<file path="src/rtl/mips_muldiv_defs.sv">
// Shared definitions for the iterative multiply/divide unit.
//   md_op_e            : op field encodings as issued by decode
//   md_state_e         : sequencer states (IDLE -> RUN -> FIX -> IDLE)
//   md_params_legal()  : elaboration-time check of DATA_W / BITS_PER_CYCLE
package mips_muldiv_defs;

  typedef enum logic [2:0] {
    MD_MULT  = 3'd0,
    MD_MULTU = 3'd1,
    MD_DIV   = 3'd2,
    MD_DIVU  = 3'd3,
    MD_MTHI  = 3'd4,
    MD_MTLO  = 3'd5,
    MD_NOP6  = 3'd6,
    MD_NOP7  = 3'd7
  } md_op_e;

  typedef enum logic [1:0] {
    MD_IDLE = 2'd0,
    MD_RUN  = 2'd1,
    MD_FIX  = 2'd2
  } md_state_e;

  // Throughput may only be 1, 2 or 4 bits per clock and must split DATA_W
  // into whole iterations; DATA_W itself must be even and at least 8.
  function automatic bit md_params_legal(input int data_w, input int bpc);
    return ((bpc == 1) || (bpc == 2) || (bpc == 4)) &&
           (data_w >= 8) && ((data_w % 2) == 0) && ((data_w % bpc) == 0);
  endfunction

endpackage

</file>
<file path="src/rtl/mips_muldiv_step.sv">
// One combinational iteration of the multiply/divide datapath.
//   div_mode : 0 = shift-add multiply step, 1 = restoring divide step
//   acc_in   : 2*DATA_W accumulator
//              multiply: running product, shifted right one bit per step
//              divide  : {remainder, quotient}
//   a_in     : multiply: multiplicand (constant)
//              divide  : dividend, consumed MSB first (shifted left)
//   b_in     : multiply: multiplier, consumed LSB first (shifted right)
//              divide  : divisor (constant)
//   acc_out, a_out, b_out : the same quantities after one step
module mips_muldiv_step #(
  parameter int DATA_W = 32
) (
  input  logic                  div_mode,
  input  logic [2*DATA_W-1:0]   acc_in,
  input  logic [DATA_W-1:0]     a_in,
  input  logic [DATA_W-1:0]     b_in,
  output logic [2*DATA_W-1:0]   acc_out,
  output logic [DATA_W-1:0]     a_out,
  output logic [DATA_W-1:0]     b_out
);

  logic [DATA_W:0]   sum;      // upper product half plus multiplicand, with carry
  logic [DATA_W:0]   r_shift;  // remainder shifted left with next dividend bit
  logic              ge;       // trial subtraction succeeds
  logic [DATA_W-1:0] rem_next;

  // NOTE: every variable is given a value on every path through this block,
  // so no storage (latch) is inferred for any of them.
  always_comb begin
    sum      = {1'b0, acc_in[2*DATA_W-1:DATA_W]} + (b_in[0] ? {1'b0, a_in} : '0);
    r_shift  = {acc_in[2*DATA_W-1:DATA_W], a_in[DATA_W-1]};
    ge       = (r_shift >= {1'b0, b_in});
    // When the subtraction succeeds the result is below the divisor, so the
    // low DATA_W bits of the difference are the whole new remainder.
    rem_next = ge ? (r_shift[DATA_W-1:0] - b_in) : r_shift[DATA_W-1:0];

    if (div_mode) begin
      acc_out = {rem_next, acc_in[DATA_W-2:0], ge};
      a_out   = {a_in[DATA_W-2:0], 1'b0};
      b_out   = b_in;
    end else begin
      acc_out = {sum, acc_in[DATA_W-1:1]};
      a_out   = a_in;
      b_out   = {1'b0, b_in[DATA_W-1:1]};
    end
  end

endmodule

</file>
<file path="src/rtl/mips_muldiv_unit.sv">
// Iterative MULT/MULTU/DIV/DIVU unit with the architectural HI/LO registers.
// MTHI/MTLO complete at their accept edge; multiply/divide run N = DATA_W /
// BITS_PER_CYCLE iteration cycles on magnitudes, then one FIX cycle applies
// the two's-complement sign correction and writes HI/LO.
//   clk, rst     : clock, synchronous active-high reset
//   en           : global enable; low freezes every register (done reads 0)
//   start, op    : issue request and operation (md_op_e encoding)
//   op_a, op_b   : rs / rt operands
//   kill         : abandons an in-flight MULT/DIV, HI/LO untouched
//   busy         : MULT/DIV in flight (state != IDLE)
//   done         : HI/LO were written by a MULT/DIV at the previous edge
//   hi, lo       : HI and LO registers
module mips_muldiv_unit
  import mips_muldiv_defs::*;
#(
  parameter int DATA_W         = 32,
  parameter int BITS_PER_CYCLE = 1
) (
  input  logic              clk,
  input  logic              rst,
  input  logic              en,
  input  logic              start,
  input  logic [2:0]        op,
  input  logic [DATA_W-1:0] op_a,
  input  logic [DATA_W-1:0] op_b,
  input  logic              kill,
  output logic              busy,
  output logic              done,
  output logic [DATA_W-1:0] hi,
  output logic [DATA_W-1:0] lo
);

  localparam int N     = DATA_W / BITS_PER_CYCLE;
  localparam int CNT_W = (N > 1) ? $clog2(N) : 1;
  localparam int W2    = 2 * DATA_W;
  localparam logic [CNT_W-1:0] CNT_LAST = CNT_W'(N - 1);

  if (!md_params_legal(DATA_W, BITS_PER_CYCLE)) begin : g_bad_params
    $error("mips_muldiv_unit: illegal DATA_W / BITS_PER_CYCLE combination");
  end

  md_state_e         state;
  logic [CNT_W-1:0]  cnt;
  logic [W2-1:0]     acc;
  logic [DATA_W-1:0] a_reg;
  logic [DATA_W-1:0] b_reg;
  logic              is_div;
  logic              neg_lo;   // sign of product / quotient
  logic              neg_hi;   // sign of remainder (follows the dividend)
  logic              done_q;

  // Operand magnitudes. A most-negative operand negates to itself, which as
  // an unsigned DATA_W value is exactly its magnitude 2**(DATA_W-1).
  md_op_e            op_e;
  logic              signed_op;
  logic              sign_a;
  logic              sign_b;
  logic [DATA_W-1:0] mag_a;
  logic [DATA_W-1:0] mag_b;

  assign op_e      = md_op_e'(op);
  assign signed_op = (op_e == MD_MULT) || (op_e == MD_DIV);
  assign sign_a    = signed_op & op_a[DATA_W-1];
  assign sign_b    = signed_op & op_b[DATA_W-1];
  assign mag_a     = sign_a ? -op_a : op_a;
  assign mag_b     = sign_b ? -op_b : op_b;

  // BITS_PER_CYCLE steps chained combinationally per RUN cycle.
  for (genvar i = 0; i < BITS_PER_CYCLE; i++) begin : g_step
    logic [W2-1:0]     acc_i;
    logic [W2-1:0]     acc_o;
    logic [DATA_W-1:0] a_i;
    logic [DATA_W-1:0] a_o;
    logic [DATA_W-1:0] b_i;
    logic [DATA_W-1:0] b_o;

    if (i == 0) begin : g_first
      assign acc_i = acc;
      assign a_i   = a_reg;
      assign b_i   = b_reg;
    end else begin : g_next
      assign acc_i = g_step[i-1].acc_o;
      assign a_i   = g_step[i-1].a_o;
      assign b_i   = g_step[i-1].b_o;
    end

    mips_muldiv_step #(.DATA_W(DATA_W)) u_step (
      .div_mode (is_div),
      .acc_in   (acc_i),
      .a_in     (a_i),
      .b_in     (b_i),
      .acc_out  (acc_o),
      .a_out    (a_o),
      .b_out    (b_o)
    );
  end

  // Sign correction applied in FIX. The divisor register is never shifted
  // during a divide, so it still tells us whether this was a divide by zero;
  // the remainder path then already reproduces the original dividend.
  logic [W2-1:0]     prod_fix;
  logic [DATA_W-1:0] quo_mag;
  logic [DATA_W-1:0] rem_mag;
  logic [DATA_W-1:0] quo_fix;
  logic [DATA_W-1:0] rem_fix;

  assign quo_mag  = acc[DATA_W-1:0];
  assign rem_mag  = acc[W2-1:DATA_W];
  assign prod_fix = neg_lo ? -acc : acc;
  assign quo_fix  = (b_reg == '0) ? '1 : (neg_lo ? -quo_mag : quo_mag);
  assign rem_fix  = neg_hi ? -rem_mag : rem_mag;

  // NOTE: all state here updates with non-blocking assignments so every
  // register samples pre-edge values regardless of statement order.
  // NOTE: acc, a_reg, b_reg and the sign/mode latches carry no reset; they
  // are always loaded at the accept edge before anything reads them.
  always_ff @(posedge clk) begin
    if (rst) begin
      state  <= MD_IDLE;
      cnt    <= '0;
      hi     <= '0;
      lo     <= '0;
      done_q <= 1'b0;
    end else if (kill && (state != MD_IDLE)) begin
      state  <= MD_IDLE;
      cnt    <= '0;
      done_q <= 1'b0;
    end else if (en) begin
      done_q <= 1'b0;
      case (state)
        MD_IDLE: begin
          if (start && !kill) begin
            case (op_e)
              MD_MULT, MD_MULTU, MD_DIV, MD_DIVU: begin
                state  <= MD_RUN;
                cnt    <= '0;
                acc    <= '0;
                a_reg  <= mag_a;
                b_reg  <= mag_b;
                is_div <= (op_e == MD_DIV) || (op_e == MD_DIVU);
                neg_lo <= sign_a ^ sign_b;
                neg_hi <= sign_a;
              end
              MD_MTHI: hi <= op_a;
              MD_MTLO: lo <= op_a;
              default: ;
            endcase
          end
        end
        MD_RUN: begin
          acc   <= g_step[BITS_PER_CYCLE-1].acc_o;
          a_reg <= g_step[BITS_PER_CYCLE-1].a_o;
          b_reg <= g_step[BITS_PER_CYCLE-1].b_o;
          if (cnt == CNT_LAST) begin
            state <= MD_FIX;
            cnt   <= '0;
          end else begin
            cnt <= cnt + 1'b1;
          end
        end
        MD_FIX: begin
          state  <= MD_IDLE;
          done_q <= 1'b1;
          if (is_div) begin
            hi <= rem_fix;
            lo <= quo_fix;
          end else begin
            {hi, lo} <= prod_fix;
          end
        end
        default: state <= MD_IDLE;
      endcase
    end
  end

  assign busy = (state != MD_IDLE);
  // A pending done is held in done_q while frozen and shows once en returns.
  assign done = done_q & en;

endmodule

</file>
<file path="config.mk">
export PLATFORM = sky130hd
export DESIGN_NAME = mips_muldiv_unit
export DESIGN_NICKNAME = d
export VERILOG_FILES = /design/src/rtl/mips_muldiv_defs.sv /design/src/rtl/mips_muldiv_step.sv /design/src/rtl/mips_muldiv_unit.sv
export SDC_FILE = /design/constraint.sdc
export NUM_CORES = 1
export LEC_CHECK = 0
export ABC_AREA = 1
export BUFFER_PORTS_ARGS = -buffer_cell sky130_fd_sc_hd__buf_2
export CAP_MARGIN = 20
export CORE_UTILIZATION = 35
export DETAILED_ROUTE_END_ITERATION = 12
export PLACE_DENSITY_LB_ADDON = 0.25
export SYNTH_ARGS = -nofsm -noshare
export SYNTH_HDL_FRONTEND = slang
export SYNTH_SLANG_ARGS = --single-unit
</file>
<file path="constraint.sdc">
create_clock -name clk -period 6.4 [get_ports clk]
set_clock_uncertainty 0.15 [all_clocks]
set_input_delay 0.32 -clock clk [delete_from_list [all_inputs] [get_ports clk]]
set_output_delay 0.32 -clock clk [all_outputs]
set_load 0.03 [all_outputs]
</file>
Word level (Yosys, flattened, before mapping). Cells that the tools add are included.

Output and inout port bits: 66. Memories: 0. Bits in writable memories: 0. ROM bits: 0. Register bits: 203. Bits in latches: 0.

Add/sub/neg operators: 8. Divide/modulo/power cells: 0. Muxes and demuxes: 37. Bitwise logic cells: 6. Multiply operators: 0. Magnitude comparators: 1. Eq/ne operators: 15. Shift operators: 0. Reductions and logical operators: 21.

Operators with widths (count): $mux W32 (19); $mux W64 (4); $pmux W32 S2 (4); $neg A32 Y32 (4); $pmux W64 S2 (1); $neg A64 Y64 (1); $add A32 B33 Y33 (1); $ge A33 B32 Y1 (1); $logic_not A32 Y1 (1); $sub A32 B32 Y32 (1); $mux W5 (3); $reduce_and A7 Y1 (2); $reduce_and A6 Y1 (2); $pmux W5 S2 (1); $reduce_and A5 Y1 (2); $ne A2 B2 Y1 const B (4); $reduce_and A4 Y1 (2); $eq A3 B2 Y1 const B (2); $eq A3 B3 Y1 const B (2); $mux W2 (3); $ne A2 B1 Y1 const B (3); $reduce_bool A2 Y1 (3); $add A5 B1 Y5 const B (1); $eq A5 B5 Y1 const B (1); other kinds (15) (20).

Depth between registers and ports, before layout.
Depth in word-level cells: 7. Gate-level depth with buffers: 18.

By module. Synthesis repeated with hierarchy kept, for this count alone.

Cells, all modules: 3314. Area, all modules: 19970.4 um^2.

By module, submodules not included: mips_muldiv_unit (instances 1, sequential area each 5375.2 um^2, cells an instance 1902, area each 13200.2 um^2); mips_muldiv_step (instances 1, sequential area each 0.0 um^2, cells an instance 1412, area each 6770.2 um^2).

Worst setup path after synthesis. No wires, ideal clock.

Kind: register -> register. Start point: register state[0]. End point: register a_reg[0], enable pin. Path slack: 459 ps. Setup time: 421 ps. Buffers on the path: 0. Arrival: 5370 ps. Period minus slack after synthesis: 5941 ps. Stages on the path, launching flop included: 9. Cell sequence: dfxtp_1 > nor2_2 > nand2_1 > nand2_1 > nor2_1 > inv_1 > nor2_1 > inv_1 > nor2_1.

Word-level cells in the longest chain between the ends: 4. Elaborated cells between the ends (all ways): 10. Those cells by class: 4 x eq/ne; 1 x bitwise; 5 x reduce/logical.

Ends and longest elaborated chain: start: declaration (RTL line mips_muldiv_unit.sv:42) `md_state_e state;`; start signal: assignment (RTL line mips_muldiv_unit.sv:119) `state <= MD_IDLE;`; start signal: assignment (RTL line mips_muldiv_unit.sv:125) `state <= MD_IDLE;`; start signal: assignment (RTL line mips_muldiv_unit.sv:135) `state <= MD_RUN;`; branches (longest 3 deep; another with $eq A2 B1 Y1); $reduce_and A7 Y1 (no source line) *; end signal: assignment (RTL line mips_muldiv_unit.sv:138) `a_reg <= mag_a;`; end signal: assignment (RTL line mips_muldiv_unit.sv:152) `a_reg <= g_step[BITS_PER_CYCLE-1].a_o;`; end: declaration (RTL line mips_muldiv_unit.sv:45) `logic [DATA_W-1:0] a_reg;`.

Mark *: on every way between the ends. A chain may end at the register's enable or synchronous reset.

Worst setup path after layout.
Start point: register b_reg[0]. End point: register acc[43], data pin.

Word-level cells in the longest chain between the ends: 4. Elaborated cells between the ends (all ways): 7. Those cells by class: 2 x add/sub; 1 x order compare; 4 x mux.

Ends and longest elaborated chain: start: declaration (RTL line mips_muldiv_unit.sv:46) `logic [DATA_W-1:0] b_reg;`; start signal: assignment (RTL line mips_muldiv_unit.sv:139) `b_reg <= mag_b;`; start signal: assignment (RTL line mips_muldiv_unit.sv:153) `b_reg <= g_step[BITS_PER_CYCLE-1].b_o;`; $mux W32 (tied with other cells) (RTL line mips_muldiv_step.sv:31) `sum = {1'b0, acc_in[2*DATA_W-1:DATA_W]} + (b_in[0] ? {1'b0, a_in} : '0);`; $add A32 B33 Y33 or $mux W32 (tied branches) (RTL line mips_muldiv_step.sv:31, mips_muldiv_step.sv:36); $mux W64 * (RTL line mips_muldiv_step.sv:38) `if (div_mode) begin`; $pmux W64 S2 * (RTL line mips_muldiv_unit.sv:130) `case (state)`; end signal: assignment (RTL line mips_muldiv_unit.sv:151) `acc <= g_step[BITS_PER_CYCLE-1].acc_o;`; end: declaration (RTL line mips_muldiv_unit.sv:44) `logic [W2-1:0] acc;`.

Mark *: on every way between the ends. The rest lies on a longest branch, timed or not.

==> impl_metrics.toml <==
[power_and_ir_drop]
seqPwrFrac_pct = 40.6
max-vdd-ir-drop_mv = 0.170
p_switching_mw = 1.33
pwr-share-clk_pct = 35.6
leakage_nw = 8.65
cellInternalPower_mw = 2.50
swShare_pct = 34.7
comb_power_share_pct = 23.9
powerDensity_mw_per_mm2 = 198

[place]
dp_hpwl_microns = 58800
gp_congestion = 0.991
port_buffers = 137

[final_layout]
drive_above_1_share_pct = 8.67
final_nets = 2920
mostFrequentLayoutCell = "nand2_1"
largest-register = "acc"
diodes = 0
synthToLayoutAreaGrowth_pct = 12.2
largest_register_ffs = 64
layout_common_cells = "669 x nand2_1, 375 x nor2_1, 271 x inv_1"

[die]
die-area_sq_mm = 0.0501
core-area_sq_mm = 0.0481
start_util_pct = 35.8
rows = 80
die_w_microns = 224
die_y_microns = 224
ios = 138

[setup_path]
cp_data_required_time_ps = 6530
crit_arrival_ps = 3590
r2r_setup_slack_ps = 2940
ff2ff_path_depth = 14
endpoint_kind = "flop"
rr_endpoint = "acc[43]$_SDFFCE_PN0P_"
critPathKind = "flop to flop"
start_kind = "flop"
r2r-start = "b_reg[0]$_DFFE_PP_"
worstPathMaxFanout = 31

[timing]
fmax_mhz = 289
slew_violations = 0
fin_crit_sh_pct = 54.1
setup_viol = 0
tightest_slew_ps = 1070
slew_headroom_pct = 28.8
rsz0062_at_grt = "false"
hold_violations = 0
setup_tns_ps = 0
hold_slack_ps = 22.7
fin_crit_ps = 3460

[cts]
htree_levels = 1
cts_buffers = 25
cts_max_path_buffers = 3
ctsRootBufferMaster = "clkbuf_16"
clk-insertion-delay-late_ps = 560
clk_pin_slew_worst_paths_ps = 70
cts_sinks = 203
cts_tree = "yes"
ctsResizeCount = 0

[job]
cap_viol_max_count = 0

[synth]
synth_edf_count = 131
ys_seq_area_share_pct = 31.2
syn_nets = 2816
ys_warn_count = 0
async_reset_ff_share_pct = 0
ys.flop_type = "edfxtp_1"
ys_ff_latch = 203
syn_area_sq_mm = 0.0172
syn_inst = 2671
ys_types = 50
syn_area_per_cell_sq_um = 6.45

[min_path]
worstHoldPathCells = 4
hold_path_class = "primary input to flop"
min_from = "op_a[25]"
hold_path_end = "a_reg[25]$_DFFE_PP_"

[detailed_routing]
wl_per_cell_microns = 21.7
maxUsedRoutingLayer = "met4"
postRouteAntennaNets = 0
m1WireLength_microns = 32100
dr.pass1.iters = 7
vias_per_cell = 5.52
drt_wl_total_microns = 74700
drtIter0Drc = 1923
dr_wl_met3_microns = 4950
num_vias = 19000
wl_met2_microns = 34300
route.detailed.drc = 0

[global_route]
grt_pass1_vias = 17800
antenna_found_initial = 0
grt.total_usage_pct = 29.1
grt_max_degree = 94
grt-ovfl-total = 0
grt_pass1_wl_microns = 111000

[outcome]
status = "finished clean"
[critical path, cell delays in order, from the launching register on]
cell and delay, ps:
edfxtp_1 470, buf_4 300, nand2_1 100, inv_1 50
ha_1 200, fa_1 460, nand2_1 90, nand2_1 50
nand2_1 70, nand2_1 150, a21o_1 280, nand2_1 90
nand2_1 120, o21ai_0 460, o21ai_1 130
[final cells by class]
type	count	area, sq um
Fill cell	5301	28800
Multi-Input combinational cell	2103	10400
Sequential cell	203	5380
Inverter	281	1060
Timing Repair Buffer	161	891
Tap cell	656	821
Clock buffer	33	693
Clock inverter	10	55.1
[cell usage after synthesis (25+ instances only)]
master      n  share of area (%)
ha_1       71                5.2
nand4_1    26               0.94
nand2_1   669                 15
a21oi_1   196                5.7
nor2_1    380                8.3
o21ai_1    39                1.1
inv_1     272                5.9
edfxtp_1  131                 23
nand3_1   222                6.5
o21ai_0   240                7.0
dfxtp_1    72                8.4
xor2_1     38                1.9
nor3_1     25               0.73
clkbuf_1   59                1.3
xnor2_1    30                1.5
o22ai_1    31                1.1
[through the flow]
step	total power [mW]	utilization [%]	setup slack (ps)	instances	cell area (sq um)
6_report	3.83	40.1	2940	3447	19300
3_3_place_gp	2.47	38.4	2940	3394	18500
4_1_cts	3.84	40.1	2940	3447	19300
2_1_floorplan	2.14	-	459	2671	17200
5_1_grt	3.98	40.1	2700	3447	19300
3_5_place_dp	2.48	38.4	2960	3394	18500
[layer usage]
layer	track usage [%]	vias to the layer above
li1	-	9127
met1	38.3	8976
met2	47.8	758
met3	3.86	159
met4	12.3	0
met5	0	-
[how the worst max path moves through the flow]
stage | slack, ps | to | cells after the start | from
floorplan | 460 | a_reg[0]$_SDFFCE_PP0P_ | 8 | state[0]$_SDFFE_PN0P_
global placement | 2940 | acc[62]$_SDFFCE_PN0P_ | 15 | b_reg[0]$_DFFE_PP_
detailed placement | 2960 | acc[62]$_SDFFCE_PN0P_ | 15 | b_reg[0]$_DFFE_PP_
CTS | 2940 | acc[62]$_SDFFCE_PN0P_ | 15 | b_reg[0]$_DFFE_PP_
global route | 2700 | acc[61]$_SDFFCE_PN0P_ | 13 | b_reg[0]$_DFFE_PP_
finish | 2940 | acc[43]$_SDFFCE_PN0P_ | 14 | b_reg[0]$_DFFE_PP_
[cell families (layout without fill, tap and decap cells)]
group                    count (synthesis)  in the layout  share of synthesized area [%]
AO/OA/AOI/OAI                          572            572                           17.8
XOR/XNOR                                68             68                           3.46
adder cells (fa/ha/maj)                 73             73                           5.39
buffers and inverters                  365            485                           8.36
flip-flops                             203            203                           31.2
AND/OR/NAND/NOR                       1390           1390                           33.8
[power groups by stage]
stage	clock network (mW)	registers, mW	logic [mW]
floorplan	0	1.61	0.537
global placement	0	1.58	0.893
detailed placement	0	1.58	0.896
CTS	1.38	1.55	0.905
global route	1.42	1.56	0.996
finish	1.36	1.56	0.915
[what timing repair did]
action                    4_1_cts  5_1_grt
hold endpoints to repair       10        0
hold buffers                   10        0
setup buffers                   0        0
(Power assumes the default switching activity.)
